==> config.mk <==
export PLATFORM = sky130hd
export DESIGN_NAME = ahbl_uart_loader
export DESIGN_NICKNAME = d
export VERILOG_FILES = /design/src/rtl/ahbl_uart_loader.sv
export SDC_FILE = /design/constraint.sdc
export NUM_CORES = 1
export LEC_CHECK = 0
export ABC_AREA = 1
export CAP_MARGIN = 20
export CORE_MARGIN = 1
export CORE_UTILIZATION = 58
export CTS_CLUSTER_DIAMETER = 100
export DETAILED_ROUTE_END_ITERATION = 8
export PLACE_DENSITY = 0.95
export SLEW_MARGIN = 20
export SYNTH_ARGS = -nofsm -noshare
export SYNTH_HDL_FRONTEND = slang
export SYNTH_SLANG_ARGS = --single-unit
==> constraint.sdc <==
create_clock -name HCLK -period 4.2 [get_ports HCLK]
set_input_delay 0.42 -clock HCLK [delete_from_list [all_inputs] [get_ports HCLK]]
set_output_delay 0.42 -clock HCLK [all_outputs]
set_load 0.03 [all_outputs]
==> src/rtl/ahbl_uart_loader.sv <==
// AHB-Lite initiator that loads a UART byte stream (LE word count, then LE words) into RAM.
// Each assembled word becomes one single NONSEQ word write at BASE_ADDR + 4*index.
module ahbl_uart_loader #(
    parameter logic [31:0] BASE_ADDR      = 32'h2000_0000,
    parameter int unsigned MAX_WORDS      = 16384,
    parameter int unsigned TIMEOUT_CYCLES = 1000000
) (
    input  logic        HCLK,
    input  logic        HRESET,
    input  logic        start,
    input  logic [7:0]  rx_data,
    input  logic        rx_valid,
    output logic        rx_ready,
    output logic [31:0] HADDR,
    output logic [1:0]  HTRANS,
    output logic [2:0]  HSIZE,
    output logic        HWRITE,
    output logic [31:0] HWDATA,
    input  logic        HREADY,
    input  logic        HRESP,
    output logic        busy,
    output logic        done,
    output logic        error,
    output logic [15:0] words_written
);

    typedef enum logic [2:0] {
        StIdle, StLen, StCollect, StAddr, StData, StDone, StErr
    } state_e;

    state_e      state_q, state_d;
    logic [1:0]  idx_q, idx_d;
    logic [31:0] len_q, len_d;
    logic [31:0] word_q, word_d;
    logic [31:0] tmo_q, tmo_d;
    logic [15:0] ww_q, ww_d;
    logic        err_q, err_d;

    logic        byte_acc;
    logic [31:0] len_next;
    logic [15:0] ww_inc;
    logic        tmo_hit;

    always_comb begin
        state_d  = state_q;
        idx_d    = idx_q;
        len_d    = len_q;
        word_d   = word_q;
        ww_d     = ww_q;
        err_d    = err_q;
        tmo_d    = '0;

        rx_ready = (state_q == StLen) || (state_q == StCollect);
        byte_acc = rx_ready && rx_valid;
        len_next = {rx_data, len_q[31:8]};
        ww_inc   = ww_q + 16'd1;
        tmo_hit  = (tmo_q == 32'(TIMEOUT_CYCLES - 1));

        case (state_q)
            StIdle: begin
                if (start) begin
                    state_d = StLen;
                    err_d   = 1'b0;
                    ww_d    = '0;
                    idx_d   = '0;
                end
            end
            StLen: begin
                if (byte_acc) begin
                    len_d = len_next;
                    idx_d = idx_q + 2'd1;
                    if (idx_q == 2'd3) begin
                        if (len_next == 32'd0) begin
                            state_d = StDone;
                        end else if (len_next > 32'(MAX_WORDS)) begin
                            state_d = StErr;
                        end else begin
                            state_d = StCollect;
                        end
                    end
                end else if (tmo_hit) begin
                    state_d = StErr;
                end else begin
                    tmo_d = tmo_q + 32'd1;
                end
            end
            StCollect: begin
                if (byte_acc) begin
                    word_d[8*idx_q +: 8] = rx_data;
                    idx_d = idx_q + 2'd1;
                    if (idx_q == 2'd3) begin
                        state_d = StAddr;
                    end
                end else if (tmo_hit) begin
                    // Partial word is simply dropped; nothing reaches the bus.
                    state_d = StErr;
                end else begin
                    tmo_d = tmo_q + 32'd1;
                end
            end
            StAddr: begin
                if (HREADY) begin
                    state_d = StData;
                end
            end
            StData: begin
                if (HREADY) begin
                    if (HRESP) begin
                        state_d = StErr;
                    end else begin
                        ww_d = ww_inc;
                        if ({16'd0, ww_inc} == len_q) begin
                            state_d = StDone;
                        end else begin
                            state_d = StCollect;
                        end
                    end
                end
            end
            StDone:  state_d = StIdle;
            StErr:   state_d = StIdle;
            default: state_d = StIdle;
        endcase

        if (state_d == StErr) begin
            err_d = 1'b1;
        end
    end

    always_ff @(posedge HCLK) begin
        if (HRESET) begin
            state_q <= StIdle;
            idx_q   <= '0;
            len_q   <= '0;
            word_q  <= '0;
            tmo_q   <= '0;
            ww_q    <= '0;
            err_q   <= 1'b0;
        end else begin
            state_q <= state_d;
            idx_q   <= idx_d;
            len_q   <= len_d;
            word_q  <= word_d;
            tmo_q   <= tmo_d;
            ww_q    <= ww_d;
            err_q   <= err_d;
        end
    end

    // ww_q counts completed writes, so it is also the index of the word in flight.
    assign HTRANS        = (state_q == StAddr) ? 2'b10 : 2'b00;
    assign HWRITE        = (state_q == StAddr);
    assign HADDR         = (state_q == StAddr) ? (BASE_ADDR + {14'd0, ww_q, 2'b00}) : 32'd0;
    assign HWDATA        = (state_q == StData) ? word_q : 32'd0;
    assign HSIZE         = 3'b010;
    assign busy          = (state_q == StLen) || (state_q == StCollect) || (state_q == StAddr) ||
                           (state_q == StData) || (state_q == StDone);
    assign done          = (state_q == StDone);
    assign error         = err_q;
    assign words_written = ww_q;

endmodule

==> results of run 1 <==
-- registers in the layout, summed over array words and instances (netlist names) --
name           cells
word_q            32
state_q            3
tmo_q             32
error              1
len_q             32
idx_q              2
words_written     16
-- per-stage QoR --
| stage | cells | total power, mW |
|---|---|---|
| finish | 1198 | 2.77 |
| global route | 1198 | 2.85 |
| CTS | 1198 | 2.77 |
| detailed placement | 1166 | 1.41 |
| global placement | 1166 | 1.40 |
| floorplan | 988 | 1.36 |
-- report_power, final --
group | switching, mW | internal [mW]
sequential | 0.0188 | 1.14
clock | 0.504 | 0.875
combinational | 0.164 | 0.0657
total | 0.687 | 2.08
-- worst max path at each step --
stage	start	end	cells past startpoint
floorplan	state_q[0]$_SDFF_PP0_	HADDR[10]	5
global placement	state_q[0]$_SDFF_PP0_	busy	5
detailed placement	state_q[0]$_SDFF_PP0_	busy	5
CTS	state_q[0]$_SDFF_PP0_	busy	5
global route	state_q[0]$_SDFF_PP0_	busy	5
finish	state_q[0]$_SDFF_PP0_	busy	5
-- worst reg2reg max path, stage by stage (launching register included) --
cell and delay (ns):
dfxtp_1 0.33, nor2_1 0.23, inv_1 0.11, nor2_1 0.14, inv_2 0.27, o21ai_2 0.73, nor2_4 0.22, nand3_1 0.19
nand3_1 0.08, nor2_1 0.09, nand2_1 0.07, o21bai_2 0.10
-- cell usage after synthesis, types with 3 or more instances --
| library cell | number | share of area |
|---|---|---|
| a211oi_1 | 8 | 0.0094 |
| a21oi_1 | 83 | 0.065 |
| a31oi_1 | 6 | 0.0059 |
| buf_4 | 22 | 0.026 |
| clkbuf_1 | 25 | 0.015 |
| dfxtp_1 | 118 | 0.37 |
| ha_1 | 8 | 0.016 |
| inv_1 | 131 | 0.077 |
| inv_2 | 5 | 0.0029 |
| nand2_1 | 176 | 0.10 |
| nand2_2 | 9 | 0.0088 |
| nand3_1 | 48 | 0.037 |
| nand3_2 | 3 | 0.0047 |
| nand4_1 | 13 | 0.013 |
| nor2_1 | 161 | 0.094 |
| nor2_2 | 8 | 0.0078 |
| nor2_4 | 3 | 0.0053 |
| nor3_1 | 20 | 0.016 |
| nor3b_1 | 4 | 0.0047 |
| nor4_1 | 4 | 0.0039 |
| o21ai_0 | 72 | 0.056 |
| o21ai_1 | 4 | 0.0031 |
| o21ai_2 | 3 | 0.0041 |
| or2_2 | 3 | 0.0029 |
| xnor2_1 | 6 | 0.0082 |
| xor2_1 | 8 | 0.011 |
-- cell type report --
class,instances,area [um2]
clock buffer,25,504
clock inverter,7,67.6
fill,815,2970
inverter,137,514
multi-input combinational,684,3330
sequential,118,2360
tap,140,175
timing repair buffer,87,863
-- layer usage --
layer | wire length, um | vias to the layer above | GRT usage
met5 | 0 | - | 0
met3 | 1270 | 63 | 0.0657
met2 | 7630 | 347 | 0.480
met4 | 636 | 0 | 0.164
li1 | - | 3222 | -
met1 | 6990 | 2908 | 0.376
-- cells by family after synthesis --
family | after synthesis
buffers and inverters | 186
flip-flops | 118
AND/OR/NAND/NOR | 463
XOR/XNOR | 14
AO/OA/AOI/OAI | 180
other | 2
adder cells (fa/ha/maj) | 8
==> results.json, run 1 <==
{
  "nets": 1067,
  "synth-compound-area-share": 0.149,
  "coreArea_mm2": 0.0108,
  "core.rowCount": 38,
  "grt_use_total": 0.300,
  "fin_util": 0.724,
  "fin_worst_skew_ns": 0.00569,
  "antenna-diode-count": 0,
  "die_x_um": 107,
  "holdBufCountCts": 0,
  "ys.flop_type": "dfxtp_1",
  "yosys-mux-area-fraction": 0,
  "hold_depth": 2,
  "die_area_mm2": 0.0115,
  "min_from": "word_q[28]$_SDFFE_PP0P_",
  "drt_first_pass_iters": 5,
  "initial_utilization": 0.594,
  "synth_cell_type_count": 41,
  "final_area_mm2": 0.00782,
  "mostFrequentLayoutCell": "nand2_1",
  "syn_inst": 971,
  "outcome": "finished, final reports clean",
  "drv_cap": 0,
  "grt-ovfl-total": 0,
  "htree_levels": 4,
  "cts_buffers": 17,
  "async_flop_share": 0,
  "synth_area_mm2": 0.00641,
  "synth-seq-cells": 118,
  "synthToLayoutAreaGrowth_pct": 22.0,
  "postCtsSetupRepairBufs": 0,
  "hold_ws_ns": 0.450,
  "slowest_delay_ns": 0.71,
  "drive_above_1_share": 0.0728,
  "drc": 0,
  "ys_seq_area_frac": 0.369,
  "fin_crit_sh": 0.803,
  "hp-class": "reg -> reg",
  "cp-start-kind": "register",
  "path_max_fanout": 18,
  "grt_pass1_wl_um": 27200,
  "first_iter_violations": 453,
  "via_count": 6540,
  "cts_root_buf": "clkbuf_8",
  "leakagePower_nw": 2.97,
  "rsz0062_at_grt": "no",
  "synth_edf_count": 0,
  "ys.warnings.count": 0,
  "synth_xor_area_frac": 0.0191,
  "wl_um": 16500,
  "setup_viol": 0,
  "synthSimpleGateAreaFrac": 0.324,
  "r2r-start": "state_q[0]$_SDFF_PP0_",
  "wire_per_inst_um": 13.8,
  "critPathTopFamily": "buffers and inverters",
  "gp_congestion": 0.901,
  "ff2ff_path_depth": 11,
  "cts_resized": 0,
  "final_max_slew_viol_count": 0,
  "hold_viol": 0,
  "cts_buffer_depth": 2,
  "layout_common_cells": "nand2_1, nor2_1, inv_1, dfxtp_1, clkdlybuf4s50_1",
  "rrSetupSlack_ns": 1.58,
  "cp.arrival_ns": 2.95,
  "ant_nets": 0,
  "worst_pin_slew_ns": 0.938,
  "min_period_ns": 3.37,
  "slowest_stage": "clkdlybuf4s50_1",
  "post-dp-hpwl_um": 11100,
  "syn_avg_cell_area_um2": 6.60,
  "via_per_inst": 5.46,
  "portBuffers": 84,
  "dp_slack_ns": 1.41,
  "antenna_found_initial": 0,
  "p_per_area_mw_per_mm2": 354,
  "worstSetupEndpointType": "primary output",
  "cts_tree": "done",
  "cp_num_buf_inv": 3,
  "path_clk_slew_ns": 0.06,
  "grt_max_degree": 41,
  "whs_endpoint": "word_q[28]$_SDFFE_PP0P_",
  "synth_top_family_by_area": "simple AND/OR/NAND/NOR gates",
  "crit_type": "reg -> out",
  "ir_drop_uv": 239,
  "die_h_um": 107,
  "cp_cell_sequence": "inv_1 -> nor3_2 -> clkinv_1 -> nand4_1 -> clkdlybuf4s50_1",
  "synthAdderAreaFrac": 0.0156,
  "place_area_mm2": 0.00725,
  "layout_setup_ws_ns": 0.828,
  "num_io_pins": 104,
  "setup_tns_ns": 0,
  "reg2reg_to": "error$_SDFFE_PP0P_",
  "crit_required_ns": 3.78,
  "grt_pass1_vias": 5941,
  "slew_headroom": 0.374,
  "cts_sinks": 118,
  "fmax_mhz": 297,
  "worstSkewPairLatency_ns": 0.54
}
(Power assumes the default switching activity.)
==> inputs of run 2 (changes only) <==
- CORE_UTILIZATION: 58 -> 49
- PLACE_DENSITY: 0.95 -> 0.88
- clock period: 4.2 -> 2.9 ns (I/O delays scaled with it)
==> results.json, run 2 (synthesis gave the netlist of run 1 again) <==
{
  "outcome": "finished, final reports clean",
  "drc": 0,
  "crit_type": "reg -> out",
  "path_common_cell": "nor2_1",
  "holdBufCountCts": 0,
  "ant_nets": 0,
  "hold_depth": 2,
  "fin_crit_sh": 0.943,
  "mostFrequentLayoutCell": "nand2_1",
  "core.rowCount": 41,
  "grt-ovfl-total": 0,
  "worstSetupEndpointType": "primary output",
  "path_clk_slew_ns": 0.06,
  "drv_cap": 0,
  "r2r-start": "state_q[0]$_SDFF_PP0_",
  "antenna-diode-count": 0,
  "drt_first_pass_iters": 7,
  "leakagePower_nw": 3.00,
  "grt_max_degree": 40,
  "portBuffers": 84,
  "postCtsSetupRepairBufs": 0,
  "ir_drop_uv": 291,
  "htree_levels": 4,
  "wl_um": 16100,
  "layout_common_cells": "nand2_1, nor2_1, inv_1, dfxtp_1, clkdlybuf4s50_1",
  "cts_tree": "done",
  "num_io_pins": 104,
  "worst_pin_slew_ns": 0.803,
  "rsz0062_at_grt": "no",
  "die_h_um": 116,
  "drive_above_1_share": 0.0782,
  "cts_buffer_depth": 2,
  "cts_resized": 0,
  "via_per_inst": 5.18,
  "setup_tns_ns": 0,
  "die_area_mm2": 0.0135,
  "worstSkewPairLatency_ns": 0.42,
  "rrSetupSlack_ns": 0.55,
  "crit_path_start": "state_q[0]$_SDFF_PP0_",
  "ff2ff_path_depth": 11,
  "cp_cell_sequence": "nor2_1 -> inv_1 -> nor2_1 -> inv_2 -> nor2_1 -> clkdlybuf4s50_1",
  "coreArea_mm2": 0.0127,
  "min_period_ns": 2.74,
  "fin_worst_skew_ns": 0.00652,
  "hold_viol": 0,
  "endpoint": "HWDATA[27]",
  "p_per_area_mw_per_mm2": 517,
  "grt_pass1_wl_um": 26600,
  "cts_sinks": 118,
  "path_max_fanout": 37,
  "min_from": "word_q[11]$_SDFFE_PP0P_",
  "cts_root_buf": "clkbuf_16",
  "first_iter_violations": 368,
  "nets": 1071,
  "slowest_delay_ns": 0.70,
  "nFillCells": 1122,
  "setup_viol": 0,
  "grt_use_total": 0.250,
  "initial_utilization": 0.506,
  "final_max_slew_viol_count": 0,
  "top_regs": "len_q: 32 flops, tmo_q: 32 flops, word_q: 32 flops",
  "reg2reg_to": "error$_SDFFE_PP0P_",
  "hold_ws_ns": 0.454,
  "cp.arrival_ns": 2.45,
  "slowest_stage": "clkdlybuf4s50_1",
  "slew_headroom": 0.465,
  "wire_per_inst_um": 13.0,
  "hp-class": "reg -> reg",
  "fmax_mhz": 366,
  "crit_required_ns": 2.61,
  "synthToLayoutAreaGrowth_pct": 23.5,
  "gp_congestion": 0.926,
  "cts_buffers": 17,
  "via_count": 6391,
  "die_x_um": 116,
  "antenna_found_initial": 0,
  "post-dp-hpwl_um": 11200,
  "grt_pass1_vias": 5866,
  "cp-start-kind": "register"
}
-- run 2: critical path, delay by kind of cell, from the launching register on --
| kind | cells | cell delay [ns] |
|---|---|---|
| AND/OR/NAND/NOR | 3 | 0.60 |
| flip-flops | 1 | 0.35 |
| buffers and inverters | 3 | 1.07 |
-- run 2: per-layer routing --
layer	share of wire	wire, um	vias to the layer above	global-route usage
li1	-	-	3228	-
met1	0.45	7210	2845	0.321
met2	0.45	7270	278	0.394
met3	0.072	1160	40	0.0586
met4	0.028	457	0	0.121
met5	0	0	-	0
-- run 2: per-stage QoR --
stage          setup slack [ns]  power, mW  cell area (um2)  cells   util
2_1_floorplan             0.511       1.97             6470    988      -
3_3_place_gp              0.687       2.03             7330   1202  0.578
3_5_place_dp              0.614       2.04             7330   1202  0.578
4_1_cts                   0.170       4.09             7910   1234  0.625
5_1_grt                  0.0164       4.24             7910   1234  0.625
6_report                  0.165       4.10             7910   1234  0.625
-- run 2: power breakdown --
group	switching (mW)	internal (mW)	total, mW
logic	0.236	0.0989	0.335
registers	0.0277	1.65	1.68
clock network	0.778	1.30	2.08
total	1.04	3.05	4.10
-- run 2: area by class of cell --
type	count	area, um2	share of cell area
clock buffer	19	453	0.0572
clock inverter	13	131	0.0166
inverter	137	514	0.0650
multi-input combinational	684	3330	0.421
sequential	118	2360	0.298
tap	172	215	0.0272
timing repair buffer	91	906	0.114
-- run 2: how the worst min path moves through the flow --
stage | slack, ns | end
6_report | 0.45 | word_q[11]$_SDFFE_PP0P_
5_1_grt | 0.48 | tmo_q[0]$_SDFF_PP0_
4_1_cts | 0.46 | word_q[11]$_SDFFE_PP0P_
3_5_place_dp | 0.44 | word_q[27]$_SDFFE_PP0P_
3_3_place_gp | 0.44 | word_q[27]$_SDFFE_PP0P_
2_1_floorplan | 0.42 | len_q[26]$_SDFFE_PP0P_
==> inputs of run 3 (changes only) <==
- CORE_UTILIZATION: 49 -> 54
- CTS_CLUSTER_SIZE: unset -> 24
- PLACE_DENSITY: 0.88 -> 0.92
- clock period: 2.9 -> 3.1 ns (I/O delays scaled with it)
==> results.json, run 3 (synthesis gave the netlist of run 1 again) <==
{
  "grt-ovfl-total": 0,
  "fmax_mhz": 359,
  "grt_max_degree": 38,
  "switchingPower_mw": 0.930,
  "p_total_mw": 3.96,
  "crit_required_ns": 2.79,
  "cts_sinks": 118,
  "layout_common_cells": "nand2_1, nor2_1, inv_1, dfxtp_1, clkdlybuf4s50_1",
  "nFillCells": 892,
  "post-dp-hpwl_um": 11100,
  "leakagePower_nw": 3.03,
  "drive_above_1_share": 0.0782,
  "via_count": 6578,
  "grtUsageMet1": 0.349,
  "cts_buffers": 17,
  "crit_path_start": "state_q[0]$_SDFF_PP0_",
  "wire_per_inst_um": 13.8,
  "min_from": "word_q[9]$_SDFFE_PP0P_",
  "fin_worst_skew_ns": 0.00875,
  "wl_um": 16600,
  "cts_resized": 0,
  "path_max_fanout": 18,
  "path_clk_slew_ns": 0.05,
  "worstSkewPairLatency_ns": 0.42,
  "die_h_um": 111,
  "synthToLayoutAreaGrowth_pct": 23.5,
  "initial_utilization": 0.557,
  "slowest_delay_ns": 0.70,
  "top_usage_layer": "met2",
  "worstSetupEndpointType": "primary output",
  "postCtsSetupRepairBufs": 0,
  "cp.arrival_ns": 2.47,
  "min_period_ns": 2.78,
  "ir_drop_uv": 289,
  "outcome": "complete, but fails checks",
  "htree_levels": 4,
  "mostFrequentLayoutCell": "nand2_1",
  "drt_first_pass_iters": 7,
  "grt_pass1_vias": 6035,
  "antenna-diode-count": 0,
  "crit_type": "reg -> out",
  "hp-class": "reg -> reg",
  "nets": 1071,
  "drv_cap": 0,
  "violations": "design-rule violations",
  "grt_pass1_wl_um": 27800,
  "hold_viol": 0,
  "met2_usage": 0.443,
  "setup_viol": 0,
  "die_area_mm2": 0.0123,
  "via_per_inst": 5.46,
  "first_iter_violations": 515,
  "fin_crit_sh": 0.898,
  "cp-start-kind": "register",
  "grt_use_total": 0.279,
  "slowest_stage": "clkdlybuf4s50_1",
  "internal-power_mw": 3.03,
  "rrSetupSlack_ns": 0.70,
  "worst_pin_slew_ns": 0.694,
  "ff_latch_area_mm2": 0.00236,
  "rsz0062_at_grt": "no",
  "die_x_um": 111,
  "fin_util": 0.687,
  "drc": 16,
  "power.share.clock": 0.522,
  "cts_tree": "done",
  "holdBufCountCts": 0,
  "final_max_slew_viol_count": 0,
  "top_regs": "len_q: 32 flops, tmo_q: 32 flops, word_q: 32 flops",
  "cts_buffer_depth": 2,
  "p_per_area_mw_per_mm2": 500,
  "p_seq_frac": 0.398,
  "setup_tns_ns": 0,
  "coreArea_mm2": 0.0115,
  "antenna_found_initial": 0,
  "portBuffers": 84,
  "ant_nets": 0,
  "num_io_pins": 104,
  "r2r-start": "words_written[1]$_SDFFE_PP0P_",
  "cts_root_buf": "clkbuf_16",
  "pwr-share-comb": 0.080,
  "grt_util_met3": 0.0629,
  "cp_cell_sequence": "inv_1 -> nor3_2 -> buf_4 -> clkinvlp_4 -> nor2_1 -> clkdlybuf4s50_1",
  "gp_congestion": 0.892,
  "multiInputGateArea_mm2": 0.00333,
  "slew_headroom": 0.537,
  "switching_share": 0.235,
  "core.rowCount": 39
}
run 3: cell count changes in the layout (fill, tap and decap cells not counted):
cell,change
clkinv_4,-1
clkbuf_1,+1
buf_4,+1
clkinv_2,-1
bufinv_16,+1
clkbuf_8,+4
buf_12,-1
clkinv_1,-1
clkinvlp_4,-3
run 3: power by group through the flow:
stage | registers, mW | clock network (mW) | logic [mW]
after floorplan | 1.60 | 0 | 0.243
after global placement | 1.60 | 0 | 0.296
after detailed placement | 1.60 | 0 | 0.303
after CTS | 1.57 | 2.07 | 0.310
after global routing | 1.58 | 2.16 | 0.351
final | 1.58 | 2.07 | 0.315
run 3: critical path: cells and delay by family, from the launching register on:
family	cells	cell delay (ns)
flip-flops	1	0.38
AND/OR/NAND/NOR	2	0.36
buffers and inverters	4	1.31
run 3: worst paths after layout:
kind                             to  cells past startpoint
max                       HADDR[12]                      6
min reg2reg  word_q[9]$_SDFFE_PP0P_                      2
max reg2reg      error$_SDFFE_PP0P_                     14
min          word_q[9]$_SDFFE_PP0P_                      2
run 3: per-layer routing:
metal / part of all wire / wire length, um / vias up
met5: 0 / 0 / -
met4: 0.042 / 690 / 0
met3: 0.078 / 1290 / 67
met2: 0.45 / 7500 / 322
met1: 0.43 / 7140 / 2959
li1: - / - / 3230
run 3: layout make-up:
class	count	share of cell area
Clock buffer	24	0.0647
Clock inverter	8	0.0149
Inverter	137	0.0655
Multi-Input combinational cell	684	0.421
Sequential cell	118	0.298
Tap cell	143	0.0226
Timing Repair Buffer	91	0.113
run 3: per-stage QoR:
stage,cells,setup WS [ns],hold WS [ns],cell area (um2)
6_report,1205,0.315,0.454,7910
5_1_grt,1205,0.155,0.477,7910
4_1_cts,1205,0.125,0.455,7910
3_5_place_dp,1173,0.555,0.446,7280
3_3_place_gp,1173,0.612,0.440,7280
2_1_floorplan,988,0.691,0.429,6470
